==> config.mk <==
export PLATFORM = sky130hd
export DESIGN_NAME = shift_exec_stage
export DESIGN_NICKNAME = d
export VERILOG_FILES = /design/src/rtl/exec_pkg.sv /design/src/rtl/shift_core.sv /design/src/rtl/shift_exec_stage.sv
export SDC_FILE = /design/constraint.sdc
export NUM_CORES = 1
export LEC_CHECK = 0
export BUFFER_PORTS_ARGS = -buffer_cell sky130_fd_sc_hd__buf_2
export CORE_ASPECT_RATIO = 1.5
export CORE_UTILIZATION = 38
export CTS_CLUSTER_SIZE = 40
export DETAILED_ROUTE_END_ITERATION = 16
export GPL_TIMING_DRIVEN = 0
export PLACE_DENSITY = 0.58
export SYNTH_ARGS = -nofsm -noshare
export SYNTH_HDL_FRONTEND = slang
export SYNTH_SLANG_ARGS = --single-unit
export TNS_END_PERCENT = 50
==> constraint.sdc <==
create_clock -name clk -period 3.72 [get_ports clk]
set_clock_uncertainty 0.15 [all_clocks]
set_input_delay 0.186 -clock clk [delete_from_list [all_inputs] [get_ports clk]]
set_output_delay 0.186 -clock clk [all_outputs]
set_load 0.01 [all_outputs]
==> src/rtl/exec_pkg.sv <==
// Shared types for the shift execution stage: operation encoding, request bundle
// and the bit-reversal helper used to build left shifts from a right shifter.
package exec_pkg;

  localparam int EXEC_XLEN = 32;

  typedef enum logic [1:0] {
    OP_SLL  = 2'b00,
    OP_SRL  = 2'b01,
    OP_RSVD = 2'b10,
    OP_SRA  = 2'b11
  } shift_op_t;

  typedef struct packed {
    shift_op_t            op;
    logic [EXEC_XLEN-1:0] a;
    logic [4:0]           shamt;
    logic [4:0]           rd;
  } shift_req_t;

  function automatic logic [EXEC_XLEN-1:0] bit_reverse(input logic [EXEC_XLEN-1:0] v);
    logic [EXEC_XLEN-1:0] r;
    for (int i = 0; i < EXEC_XLEN; i++) begin
      r[i] = v[EXEC_XLEN-1-i];
    end
    return r;
  endfunction

endpackage

==> src/rtl/shift_core.sv <==
// Combinational right shifter (logical or arithmetic) covering shift levels
// LVL_HI down to LVL_LO; shamt_i carries only the bits for those levels.
module shift_core #(
  parameter int XLEN   = 32,
  parameter int LVL_LO = 0,
  parameter int LVL_HI = 4
) (
  input  logic [XLEN-1:0]        data_i,
  input  logic [LVL_HI-LVL_LO:0] shamt_i,
  input  logic                   arith_i,
  output logic [XLEN-1:0]        data_o
);

  localparam int NLVL = LVL_HI - LVL_LO + 1;

  logic [XLEN-1:0] lvl_w [NLVL+1];
  logic            fill;

  // An arithmetic shift keeps the sign in the MSB, so a later partial stage can
  // take its fill bit from its own input.
  assign fill     = arith_i & data_i[XLEN-1];
  assign lvl_w[0] = data_i;

  genvar gi;
  generate
    for (gi = 0; gi < NLVL; gi++) begin : g_level
      localparam int AMT = 1 << (LVL_HI - gi);
      assign lvl_w[gi+1] = shamt_i[NLVL-1-gi]
                         ? {{AMT{fill}}, lvl_w[gi][XLEN-1:AMT]}
                         : lvl_w[gi];
    end
  endgenerate

  assign data_o = lvl_w[NLVL];

endmodule

==> src/rtl/shift_exec_stage.sv <==
// Shift execution stage with valid/ready handshake and flush. Optional macro
// SHIFT_EXEC_PIPE_EN splits the shifter into two slots (latency 2 instead of 1).
module shift_exec_stage
  import exec_pkg::*;
#(
  parameter int XLEN = 32
) (
  input  logic            clk,
  input  logic            rst,
  input  logic            flush,
  input  logic            in_valid,
  output logic            in_ready,
  input  logic [1:0]      in_op,
  input  logic [XLEN-1:0] in_a,
  input  logic [4:0]      in_shamt,
  input  logic [4:0]      in_rd,
  output logic            out_valid,
  input  logic            out_ready,
  output logic [XLEN-1:0] out_result,
  output logic [4:0]      out_rd,
  output logic            out_illegal
);

  shift_req_t      req;
  logic [XLEN-1:0] pre_shift;
  logic            accept;
  logic            out_free;
  logic            load_out;
  logic            load_sll;
  logic            load_illegal;
  logic [4:0]      load_rd;
  logic [XLEN-1:0] load_shifted;

  logic            out_valid_q;
  logic [XLEN-1:0] out_result_q;
  logic [XLEN-1:0] out_result_d;
  logic [4:0]      out_rd_q;
  logic            out_illegal_q;

  assign req       = '{op: shift_op_t'(in_op), a: in_a, shamt: in_shamt, rd: in_rd};
  assign pre_shift = (req.op == OP_SLL) ? bit_reverse(req.a) : req.a;
  assign accept    = in_valid && in_ready;
  assign out_free  = !out_valid_q || out_ready;

`ifdef SHIFT_EXEC_PIPE_EN
  logic            s1_valid_q;
  logic [XLEN-1:0] s1_data_q;
  logic [XLEN-1:0] s1_data_d;
  logic [2:0]      s1_shamt_q;
  logic [4:0]      s1_rd_q;
  logic            s1_sll_q;
  logic            s1_sra_q;
  logic            s1_illegal_q;
  logic            s1_advance;

  shift_core #(.XLEN(XLEN), .LVL_LO(3), .LVL_HI(4)) u_core_hi (
    .data_i  (pre_shift),
    .shamt_i (req.shamt[4:3]),
    .arith_i (req.op == OP_SRA),
    .data_o  (s1_data_d)
  );

  // Slot 1 moves on whenever slot 2 is empty or draining this cycle.
  assign s1_advance = s1_valid_q && out_free;
  assign in_ready   = !rst && (!s1_valid_q || out_free);

  always_ff @(posedge clk) begin
    if (rst) begin
      s1_valid_q <= 1'b0;
    end else if (flush) begin
      s1_valid_q <= 1'b0;
    end else if (accept) begin
      s1_valid_q <= 1'b1;
    end else if (s1_advance) begin
      s1_valid_q <= 1'b0;
    end
  end

  always_ff @(posedge clk) begin
    if (accept) begin
      s1_data_q    <= s1_data_d;
      s1_shamt_q   <= req.shamt[2:0];
      s1_rd_q      <= req.rd;
      s1_sll_q     <= (req.op == OP_SLL);
      s1_sra_q     <= (req.op == OP_SRA);
      s1_illegal_q <= (req.op == OP_RSVD);
    end
  end

  shift_core #(.XLEN(XLEN), .LVL_LO(0), .LVL_HI(2)) u_core_lo (
    .data_i  (s1_data_q),
    .shamt_i (s1_shamt_q),
    .arith_i (s1_sra_q),
    .data_o  (load_shifted)
  );

  assign load_out     = s1_advance;
  assign load_sll     = s1_sll_q;
  assign load_illegal = s1_illegal_q;
  assign load_rd      = s1_rd_q;
`else
  shift_core #(.XLEN(XLEN), .LVL_LO(0), .LVL_HI(4)) u_core (
    .data_i  (pre_shift),
    .shamt_i (req.shamt),
    .arith_i (req.op == OP_SRA),
    .data_o  (load_shifted)
  );

  assign in_ready     = !rst && out_free;
  assign load_out     = accept;
  assign load_sll     = (req.op == OP_SLL);
  assign load_illegal = (req.op == OP_RSVD);
  assign load_rd      = req.rd;
`endif

  assign out_result_d = load_illegal ? '0
                      : (load_sll ? bit_reverse(load_shifted) : load_shifted);

  always_ff @(posedge clk) begin
    if (rst) begin
      out_valid_q   <= 1'b0;
      out_result_q  <= '0;
      out_rd_q      <= '0;
      out_illegal_q <= 1'b0;
    end else if (flush) begin
      out_valid_q   <= 1'b0;
    end else if (load_out) begin
      out_valid_q   <= 1'b1;
      out_result_q  <= out_result_d;
      out_rd_q      <= load_rd;
      out_illegal_q <= load_illegal;
    end else if (out_ready) begin
      out_valid_q   <= 1'b0;
    end
  end

  assign out_valid   = out_valid_q;
  assign out_result  = out_result_q;
  assign out_rd      = out_rd_q;
  assign out_illegal = out_illegal_q;

endmodule

==> results of run 1 <==
sequential cells by signal, summed over array words and instances (netlist names):
register     count
out_result      32
out_rd           5
out_illegal      1
out_valid        1
synth_stat cells, types with 10 or more instances:
| master | n |
|---|---|
| clkbuf_1 | 32 |
| nand3_1 | 11 |
| o22ai_1 | 18 |
| mux2i_1 | 23 |
| nand3b_1 | 28 |
| nor2_1 | 70 |
| buf_2 | 13 |
| a211oi_1 | 13 |
| nor3_1 | 14 |
| mux4_2 | 29 |
| nand2_1 | 49 |
| mux2_2 | 15 |
| o21ai_0 | 10 |
| a21oi_1 | 30 |
| nand4_1 | 14 |
| a221o_1 | 11 |
| dfxtp_1 | 39 |
| or4b_2 | 10 |
layout make-up:
class                      instances  area (um2)  area share [%]
clock inverter                     1        5.00          0.0912
tap                              153         191            3.49
inverter                           6        22.5           0.411
sequential                        39         781            14.2
timing repair buffer              90         465            8.49
buffer                            56         249            4.54
clock buffer                       6         139            2.53
multi-input combinational        473        3630            66.2
per-layer routing:
layer	wire length (um)	part of all wire, %	vias to the layer above	global-route usage, %
li1	-	-	2463	-
met1	7240	35	2614	31.9
met2	10300	50	355	58.6
met3	1340	6.5	115	3.95
met4	1710	8.3	0	26.2
met5	0	0	-	0
power groups by stage:
stage	sequential (mW)	combinational [mW]	clock [mW]
after floorplan	0.467	0.432	0
after global placement	0.457	0.676	0
after detailed placement	0.458	0.681	0
after CTS	0.449	0.686	0.430
after global routing	0.451	0.743	0.443
final	0.449	0.709	0.427
stage by stage:
step	std cells	setup WS, ps
floorplan	574	897
global placement	814	141
detailed placement	814	170
CTS	824	454
global route	824	229
finish	824	258
critical path, cell delays in order:
cell      delay, ps
buf_2           130
buf_2           190
nand4_1         230
buf_2           330
nand4_1         430
mux4_2          660
and2_1          190
a211oi_1        750
nor3_1          100
a211o_1         290
logic make-up after synthesis:
family          share of synthesized area, %
compound gates                          24.8
buf+inv                                 5.80
flops                                   16.7
mux                                     24.5
simple gates                            28.2
worst max-delay path by stage:
| stage | start | end | cells after the start |
|---|---|---|---|
| detailed placement | in_op[1] | out_result[9]$_SDFFE_PP0P_ | 8 |
| finish | in_op[1] | out_result[10]$_SDFFE_PP0P_ | 10 |
| global placement | in_op[1] | out_result[9]$_SDFFE_PP0P_ | 8 |
| global route | in_op[1] | out_result[21]$_SDFFE_PP0P_ | 8 |
| floorplan | in_op[0] | out_result[24]$_SDFFE_PP0P_ | 8 |
| CTS | in_op[1] | out_result[9]$_SDFFE_PP0P_ | 8 |
timing repair:
action / in CTS / in global routing
endpoints found under the setup margin: 0 / 0
hold buffers: 3 / 0
endpoints found under the hold margin: 3 / 0
==> metrics.md, run 1 <==
| Metric | Value |
|---|---|
| Outcome | `complete, no violations` |
| CP Launch Type | `primary input` |
| Initial Utilization | `between 30 and 40%` |
| Max Buffers Root-to-Sink | `2` |
| VDD IR max | `roughly 0.00017 V` |
| Part of the Yosys area used for sequential elements | `~17%` |
| Hold/Removal Path Class | `in2reg` |
| Tot Pwr | `1.59 mW` |
| Pre-antenna DRT Iters | `6` |
| Reg2reg end | `out_result[5]$_SDFFE_PP0P_` |
| PortBufs | `slightly below 90` |
| CTS tree | `done` |
| FILL cells | `approximately 1300` |
| R2r setup slk | `1790 ps` |
| DP Area | `5310 um2` |
| Vias in the first global route | `~5400` |
| Total routed wirelength | `between 20000 and 25000 um` |
| Fin crit period | `about 3500 ps` |
| Hold WS | `about 1.9 ps` |
| Max-Cap Viols | `0` |
| Htree depth | `2` |
| Die Footprint | `12800 um2` |
| Final ANT Viol Nets | `0` |
| Cell accounting for the most synthesized area | `dfxtp_1` |
| Synthesized area | `between 4000 and 5000 um2` |
| Post-CTS repair timing setup buffer count | `0` |
| Hold worst-path end | `out_rd[1]$_SDFFE_PP0P_` |
| Most frequent cells in the layout | `buf_2 (100), nor2_1 (70), nand2_1 (49)` |
| Post-layout util | `between 40% and 50%` |
| Sink Count | `39` |
| Comb power frac | `roughly 45%` |
| TNS Setup | `0 ps` |
| Final instance area | `between 5000 and 6000 um2` |
| Total CTS buffers | `5` |
| GR Overflow Total | `0` |
| Crit-path max FO | `10` |
| Period utilization | `roughly 93%` |
| Worst-case reg-to-reg path depth | `6` |
| Core ar. | `approximately 12000 um2` |
| Via-per-instance ratio | `between 6 and 7` |
| Final Slew Violations | `0` |
| Synth Warn # | `0` |
| IO Count | `a little under 90` |
| First-pass GRT wire length | `between 30000 and 40000 um` |
| Seq cells post-synth | `39` |
| Share of cells above drive strength 1 | `between 20% and 30%` |
| Worst setup EP type | `flip-flop` |
| Post_cts resized | `0` |
| Final hold violations | `0` |
| Worst skew pair latency | `about 280 ps` |
| Crit path DAT | `around 3500 ps` |
| GRT Total Usage | `between 30% and 40%` |
| Commonest non-fill, non-tap cell in the layout | `buf_2` |
| Via count | `~5500` |
| Cell Pwr Density | `slightly below 300 nW/um2` |
| FF-to-FF Start | `out_valid$_SDFFE_PP0P_` |
| Switch share | `about 39%` |
| Main synth FF type | `dfxtp_1` |
| DP HPWL | `~16000 um` |
| DR WL/cell | `roughly 25 um` |
| Top cells by area, synth | `dfxtp_1 (17%), mux4_2 (14%), nor2_1 (5.6%)` |
| Crit Path Category | `in2reg` |
| Initial antenna violation count | `0` |
| Synthesized Nets | `between 600 and 700` |
| Flop pwr share | `about 28%` |
| Routability congestion estimate | `roughly 0.99` |
| # rows | `between 40 and 50` |
| P_sw | `between 600 and 700 uW` |
| Clock root cell | `clkbuf_16` |
| Synth top area share | `16.7%` |
| Fmax | `between 0.2 and 0.3 GHz` |
| Worst hold start | `in_rd[1]` |
| Clock slew at the register clock pins of the worst setup and hold paths | `around 60 ps` |
| Mapped Cells | `between 500 and 600` |
| DIE HEIGHT | `138 um` |
| Iteration-0 DRC Markers | `about 500` |
| Clk network pwr share | `27.0%` |
| Slew @ Worst Pin | `912 ps` |
| Slew margin rel. | `approximately two fifths` |
| EDFF count, synth | `0` |
| Antenna diode count | `0` |
| Leakage power | `2.17 nW` |
| Worst endpoint required time | `approximately 3800 ps` |
| Die Wd | `about 93 um` |
| Synth Area per Inst | `~8 um2` |
| Largest net degree at the start of global routing | `12` |
| Yosys cell types | `67` |
| Hold depth | `3` |
| NumNets Final | `around 700` |
| Setup violators final | `0` |
| Async SR Flop Fraction | `0%` |
| Internal power | `972 uW` |
| Synth-to-layout area growth | `17.1%` |
| DRC | `0` |
| RSZ-0062 raised after global routing | `false` |
(Power assumes the default switching activity.)
==> run 2, diff against run 1 <==
PLACE_DENSITY = 0.55   (was 0.58)
==> metrics.md, run 2 (synthesis results as in run 1) <==
| Metric | Value |
|---|---|
| Outcome | `complete, no violations` |
| DIE HEIGHT | `around 140 um` |
| Htree depth | `2` |
| Slew margin rel. | `between 40% and 50%` |
| Max-Cap Viols | `0` |
| VDD IR max | `0.000211 V` |
| Share of cells above drive strength 1 | `around a quarter` |
| Comb power frac | `between 40% and 50%` |
| RSZ-0062 raised after global routing | `false` |
| Cell Pwr Density | `just over 300 nW/um2` |
| Hold/Removal Path Class | `in2reg` |
| P_sw | `615 uW` |
| NumNets Final | `~720` |
| FF-to-FF Start | `out_valid$_SDFFE_PP0P_` |
| First-pass GRT wire length | `~31000 um` |
| Flop pwr share | `26.2%` |
| Switch share | `around 36%` |
| Pre-antenna DRT Iters | `8` |
| Vias in the first global route | `5318` |
| Final ANT Viol Nets | `0` |
| CP Launch Type | `primary input` |
| Antenna diode count | `0` |
| GR Overflow Total | `0` |
| Die Footprint | `12800 um2` |
| Tot Pwr | `about 1.7 mW` |
| DR WL/cell | `~25 um` |
| DP HPWL | `approximately 16000 um` |
| Via-per-instance ratio | `6.72` |
| Worst skew pair latency | `around 280 ps` |
| Final Slew Violations | `0` |
| Initial Utilization | `39.0%` |
| Hold worst-path end | `out_valid$_SDFFE_PP0P_` |
| Crit path DAT | `approximately 3500 ps` |
| Worst setup EP type | `flip-flop` |
| Iteration-0 DRC Markers | `about 500` |
| CTS tree | `done` |
| Crit-path max FO | `10` |
| Synth-to-layout area growth | `18.8%` |
| Period utilization | `around 94%` |
| Clock slew at the register clock pins of the worst setup and hold paths | `approximately 60 ps` |
| Most frequent cells in the layout | `buf_2 (100), nor2_1 (70), nand2_1 (49)` |
| Hold depth | `3` |
| # rows | `between 40 and 50` |
| Die Wd | `around 93 um` |
| Core ar. | `12000 um2` |
| R2r setup slk | `1830 ps` |
| Setup violators final | `0` |
| TNS Setup | `0 ps` |
| Final instance area | `5560 um2` |
| Initial antenna violation count | `0` |
| Fin crit period | `~3500 ps` |
| Clk network pwr share | `32.2%` |
| Commonest non-fill, non-tap cell in the layout | `buf_2` |
| Via count | `between 5000 and 6000` |
| FILL cells | `between 1000 and 1500` |
| DRC | `0` |
| Largest net degree at the start of global routing | `14` |
| Routability congestion estimate | `1.02` |
| Worst-case reg-to-reg path depth | `6` |
| Max Buffers Root-to-Sink | `2` |
| Post_cts resized | `0` |
| Total routed wirelength | `just over 20000 um` |
| Internal power | `roughly 1.1 mW` |
| Fmax | `0.286 GHz` |
| Clock root cell | `clkbuf_16` |
| Crit Path Category | `in2reg` |
| Worst endpoint required time | `approximately 3700 ps` |
| GRT Total Usage | `roughly a third` |
| Leakage power | `2.20 nW` |
| Worst hold start | `flush` |
| IO Count | `approximately 90` |
| Largest register FFs | `32` |
| PortBufs | `87` |
| Sink Count | `39` |
| Slew @ Worst Pin | `a little under 900 ps` |
| Reg2reg end | `out_result[17]$_SDFFE_PP0P_` |
| DP Area | `about 5300 um2` |
| Total CTS buffers | `5` |
| Final hold violations | `0` |
==> run 2: cell types whose count changed in the layout (fill, tap and decap cells not counted), sizes merged <==
cell / change
dlygate4sd3: +3
clkbuf: -1
clkinv: -1
clkinvlp: +1
bufinv: +2
==> run 2: metrics by stage <==
step | hold WS, ps | utilization [%] | setup slack [ps] | instances
after floorplan | 160 | - | 897 | 574
final | 19.3 | 46.3 | 228 | 828
after detailed placement | 278 | 44.2 | 101 | 814
after global placement | 269 | 44.2 | 95.0 | 814
after CTS | 11.9 | 46.3 | 390 | 828
after global routing | 28.1 | 46.3 | 145 | 828
==> run 2: cell type report <==
class	instances	area [um2]	area share (%)
buffer	56	249	4.47
clock buffer	5	125	2.25
clock inverter	3	67.6	1.21
inverter	6	22.5	0.405
multi-input combinational	473	3630	65.3
sequential	39	781	14.0
tap	153	191	3.44
timing repair buffer	93	495	8.90
==> run 2: power by group through the flow <==
stage	registers, mW	logic [mW]	clock network [mW]
floorplan	0.467	0.432	0
global placement	0.458	0.672	0
detailed placement	0.458	0.678	0
CTS	0.449	0.686	0.559
global route	0.451	0.748	0.580
finish	0.449	0.711	0.550
==> run 2: worst max path at each step <==
| stage | startpoint | end |
|---|---|---|
| after global placement | in_op[1] | out_result[9]$_SDFFE_PP0P_ |
| after CTS | in_op[1] | out_result[9]$_SDFFE_PP0P_ |
| final | in_op[1] | out_result[27]$_SDFFE_PP0P_ |
| after floorplan | in_op[0] | out_result[24]$_SDFFE_PP0P_ |
| after detailed placement | in_op[1] | out_result[9]$_SDFFE_PP0P_ |
| after global routing | in_op[1] | out_result[27]$_SDFFE_PP0P_ |
==> run 2: critical path: stages <==
cell and delay (ps):
buf_2 140, buf_2 190, nand4_1 230, buf_2 310, nand4_1 490, a222oi_1 500, a21boi_0 680, a2111oi_0 270
a311oi_1 390, nor3_1 100
==> run 2: layer usage <==
| metal | vias up | share of wire [%] | global-route usage (%) |
|---|---|---|---|
| li1 | 2473 | - | - |
| met1 | 2632 | 36 | 33.5 |
| met2 | 356 | 50 | 57.8 |
| met3 | 106 | 7.3 | 4.39 |
| met4 | 0 | 7.0 | 22.1 |
| met5 | - | 0 | 0 |
==> run 2: what timing repair did <==
action                                 CTS  global route
hold buffers                             6             0
buffers inserted                         0             0
endpoints found under the hold margin    6             0
==> run 3, diff against run 2 <==
ABC_AREA = 1   (was default)
PLACE_DENSITY = 0.56   (was 0.55)
==> metrics.md, run 3 <==
| Metric | Value |
|---|---|
| Outcome | `complete, no violations` |
| TNS Setup | `0 ps` |
| Routability congestion estimate | `roughly 1.0` |
| CP Launch Type | `primary input` |
| Share of cells above drive strength 1 | `about 15%` |
| GR Overflow Total | `0` |
| Slew margin rel. | `approximately 60%` |
| GRT Total Usage | `a little over 30%` |
| Worst slack, placed | `1290 ps` |
| Vias in the first global route | `around 5300` |
| Reg area | `just under 800 um2` |
| Post-placement cell count | `between 900 and 1000` |
| Async SR Flop Fraction | `0%` |
| FILL cells | `around 1100` |
| DRC | `0` |
| Setup violators final | `0` |
| DP Area | `~4600 um2` |
| Slew @ Worst Pin | `~600 ps` |
| Sink Count | `39` |
| Finished Layout Cells | `roughly 1000` |
| DP HPWL | `between 10000 and 15000 um` |
| Htree depth | `2` |
| Multi-input logic area | `roughly 2700 um2` |
| Initial antenna violation count | `0` |
| Slowest CP cell | `buf_1` |
| Count leader, synth | `nand3_1` |
| Final Slew Violations | `0` |
| Hold/Removal Path Class | `in2reg` |
| First-pass GRT wire length | `26400 um` |
| # rows | `45` |
| Tot Pwr | `between 1 and 1.5 mW` |
| Fmax | `approximately 0.47 GHz` |
| Leakage power | `around 2.4 nW` |
| Antenna diode count | `0` |
| DR WL/cell | `17.0 um` |
| Crit path largest cell delay | `~450 ps` |
| Synth Warn # | `0` |
| Fin crit period | `roughly 2100 ps` |
| Total CTS buffers | `5` |
| Synth-to-layout area growth | `19.7%` |
| PortBufs | `85` |
| CTS tree | `done` |
| Final ANT Viol Nets | `0` |
| Crit path DAT | `approximately 2200 ps` |
| Pre-antenna DRT Iters | `5` |
| Crit Path Category | `in2reg` |
| Initial Utilization | `between 30 and 40%` |
| Clock root cell | `clkbuf_16` |
| EDFF count, synth | `0` |
| Main synth FF type | `dfxtp_1` |
| Most frequent cells in the layout | `nand3_1 (320), nand2_1 (216), buf_2 (96)` |
| Cell Pwr Density | `294 nW/um2` |
| Yosys cell types | `21` |
| Mapped Cells | `748` |
| Die Footprint | `between 10000 and 15000 um2` |
| Synthesized area | `about 4000 um2` |
| CP dominant cell by count | `nand3_1` |
| Final WS setup | `about 1600 ps` |
| Part of the Yosys area used for sequential elements | `about a fifth` |
| Core ar. | `slightly above 10000 um2` |
| Via-per-instance ratio | `~5.5` |
| Crit path max-delay family | `simple AND/OR/NAND/NOR gates` |
| Iteration-0 DRC Markers | `368` |
| Final hold violations | `0` |
| Worst setup EP type | `flip-flop` |
| Hold WS | `approximately 11 ps` |
| Synth Area per Inst | `roughly 5.4 um2` |
| IO Count | `89` |
| Period utilization | `57.5%` |
| Worst endpoint required time | `3760 ps` |
| Largest net degree at the start of global routing | `14` |
| Crit-path max FO | `10` |
| Synthesized Nets | `~800` |
| Final instance area | `between 4000 and 5000 um2` |
| RSZ-0062 raised after global routing | `false` |
| Max-Cap Viols | `0` |
| Clock slew at the register clock pins of the worst setup and hold paths | `60 ps` |
| Top cells by area, synth | `nand3_1 (40%), nand2_1 (20%), dfxtp_1 (20%)` |
| Seq cells post-synth | `39` |
| Largest register FFs | `32` |
| Synth top cells by count | `nand3_1 (320), nand2_1 (216), inv_1 (54), a21oi_1 (41), dfxtp_1 (39)` |
| Worst skew pair latency | `roughly 280 ps` |
| Die Wd | `~86 um` |
| Crit path from | `in_shamt[4]` |
| VDD IR max | `0.000265 V` |
| Via count | `about 5500` |
| Critical-path cell list | `buf_2, inv_1, buf_1, nand3_1, nand3_1, nand3_1, nand3_1, nand3_1, nand3_1, nand3_1, nand2_1, inv_1` |
| Post-layout util | `a little under half` |
| Synth top area share | `between 40% and 50%` |
| Total routed wirelength | `16800 um` |
| Buf/Inv on CP | `4` |
| DIE HEIGHT | `approximately 130 um` |
| Cell accounting for the most synthesized area | `nand3_1` |
| FF-to-FF Start | `out_valid$_SDFFE_PP0P_` |
| NumNets Final | `between 800 and 900` |
| Max Buffers Root-to-Sink | `2` |
| Commonest non-fill, non-tap cell in the layout | `nand3_1` |
| Worst hold start | `in_rd[0]` |
run 3: metal layers:
| metal | routed length, um | global-route usage (%) | part of all wire, % | vias to the layer above |
|---|---|---|---|---|
| met4 | 1190 | 21.2 | 7.1 | 0 |
| met5 | 0 | 0 | 0 | - |
| met3 | 767 | 4.06 | 4.6 | 79 |
| met2 | 8610 | 58.8 | 51 | 245 |
| li1 | - | - | - | 2704 |
| met1 | 6230 | 31.2 | 37 | 2439 |
run 3: timing repair:
item / in CTS / in global routing
gates resized for setup: 0 / 0
setup buffers: 0 / 0
hold buffers: 4 / 0
endpoints found under the hold margin: 4 / 0
run 3: cell families (layout without fill, tap and decap cells):
logic type,after synthesis,after routing,share of synthesized area (%)
AO/OA/AOI/OAI,49,49,6.44
AND/OR/NAND/NOR,546,546,62.1
buffers and inverters,114,211,12.0
flip-flops,39,39,19.5
run 3: worst paths after layout:
kind,to,slack (ps),cells past startpoint
worst max-delay path,out_result[24]$_SDFFE_PP0P_,1580,12
worst min-delay path,out_rd[0]$_SDFFE_PP0P_,10,3
worst max register to register,out_result[1]$_SDFFE_PP0P_,1600,8
worst min register to register,out_rd[4]$_SDFFE_PP0P_,310,2
run 3: final cells by class:
cell class	instances	area share, %
plain buffers	57	5.54
clock buffers	5	2.61
clock inverters	3	0.418
inverters	57	4.47
multi-input cells	595	57.3
flip-flops and latches	39	16.3
well taps	141	3.68
repair buffers	89	9.72
run 3: worst register-to-register path, stage by stage (launching register included):
cell and delay, ps:
dfxtp_1 310, nand2_1 80, inv_1 70, nor3_4 310, inv_1 100, a21oi_1 290, clkbuf_1 430, nand3_1 170
a21oi_1 150
run 3: where the power goes:
part | total, mW | switching, mW | internal (mW) | leakage, nW
registers | 0.445 | 0.00852 | 0.437 | 0.318
logic | 0.541 | 0.365 | 0.176 | 2.03
clock network | 0.421 | 0.174 | 0.247 | 0.0658
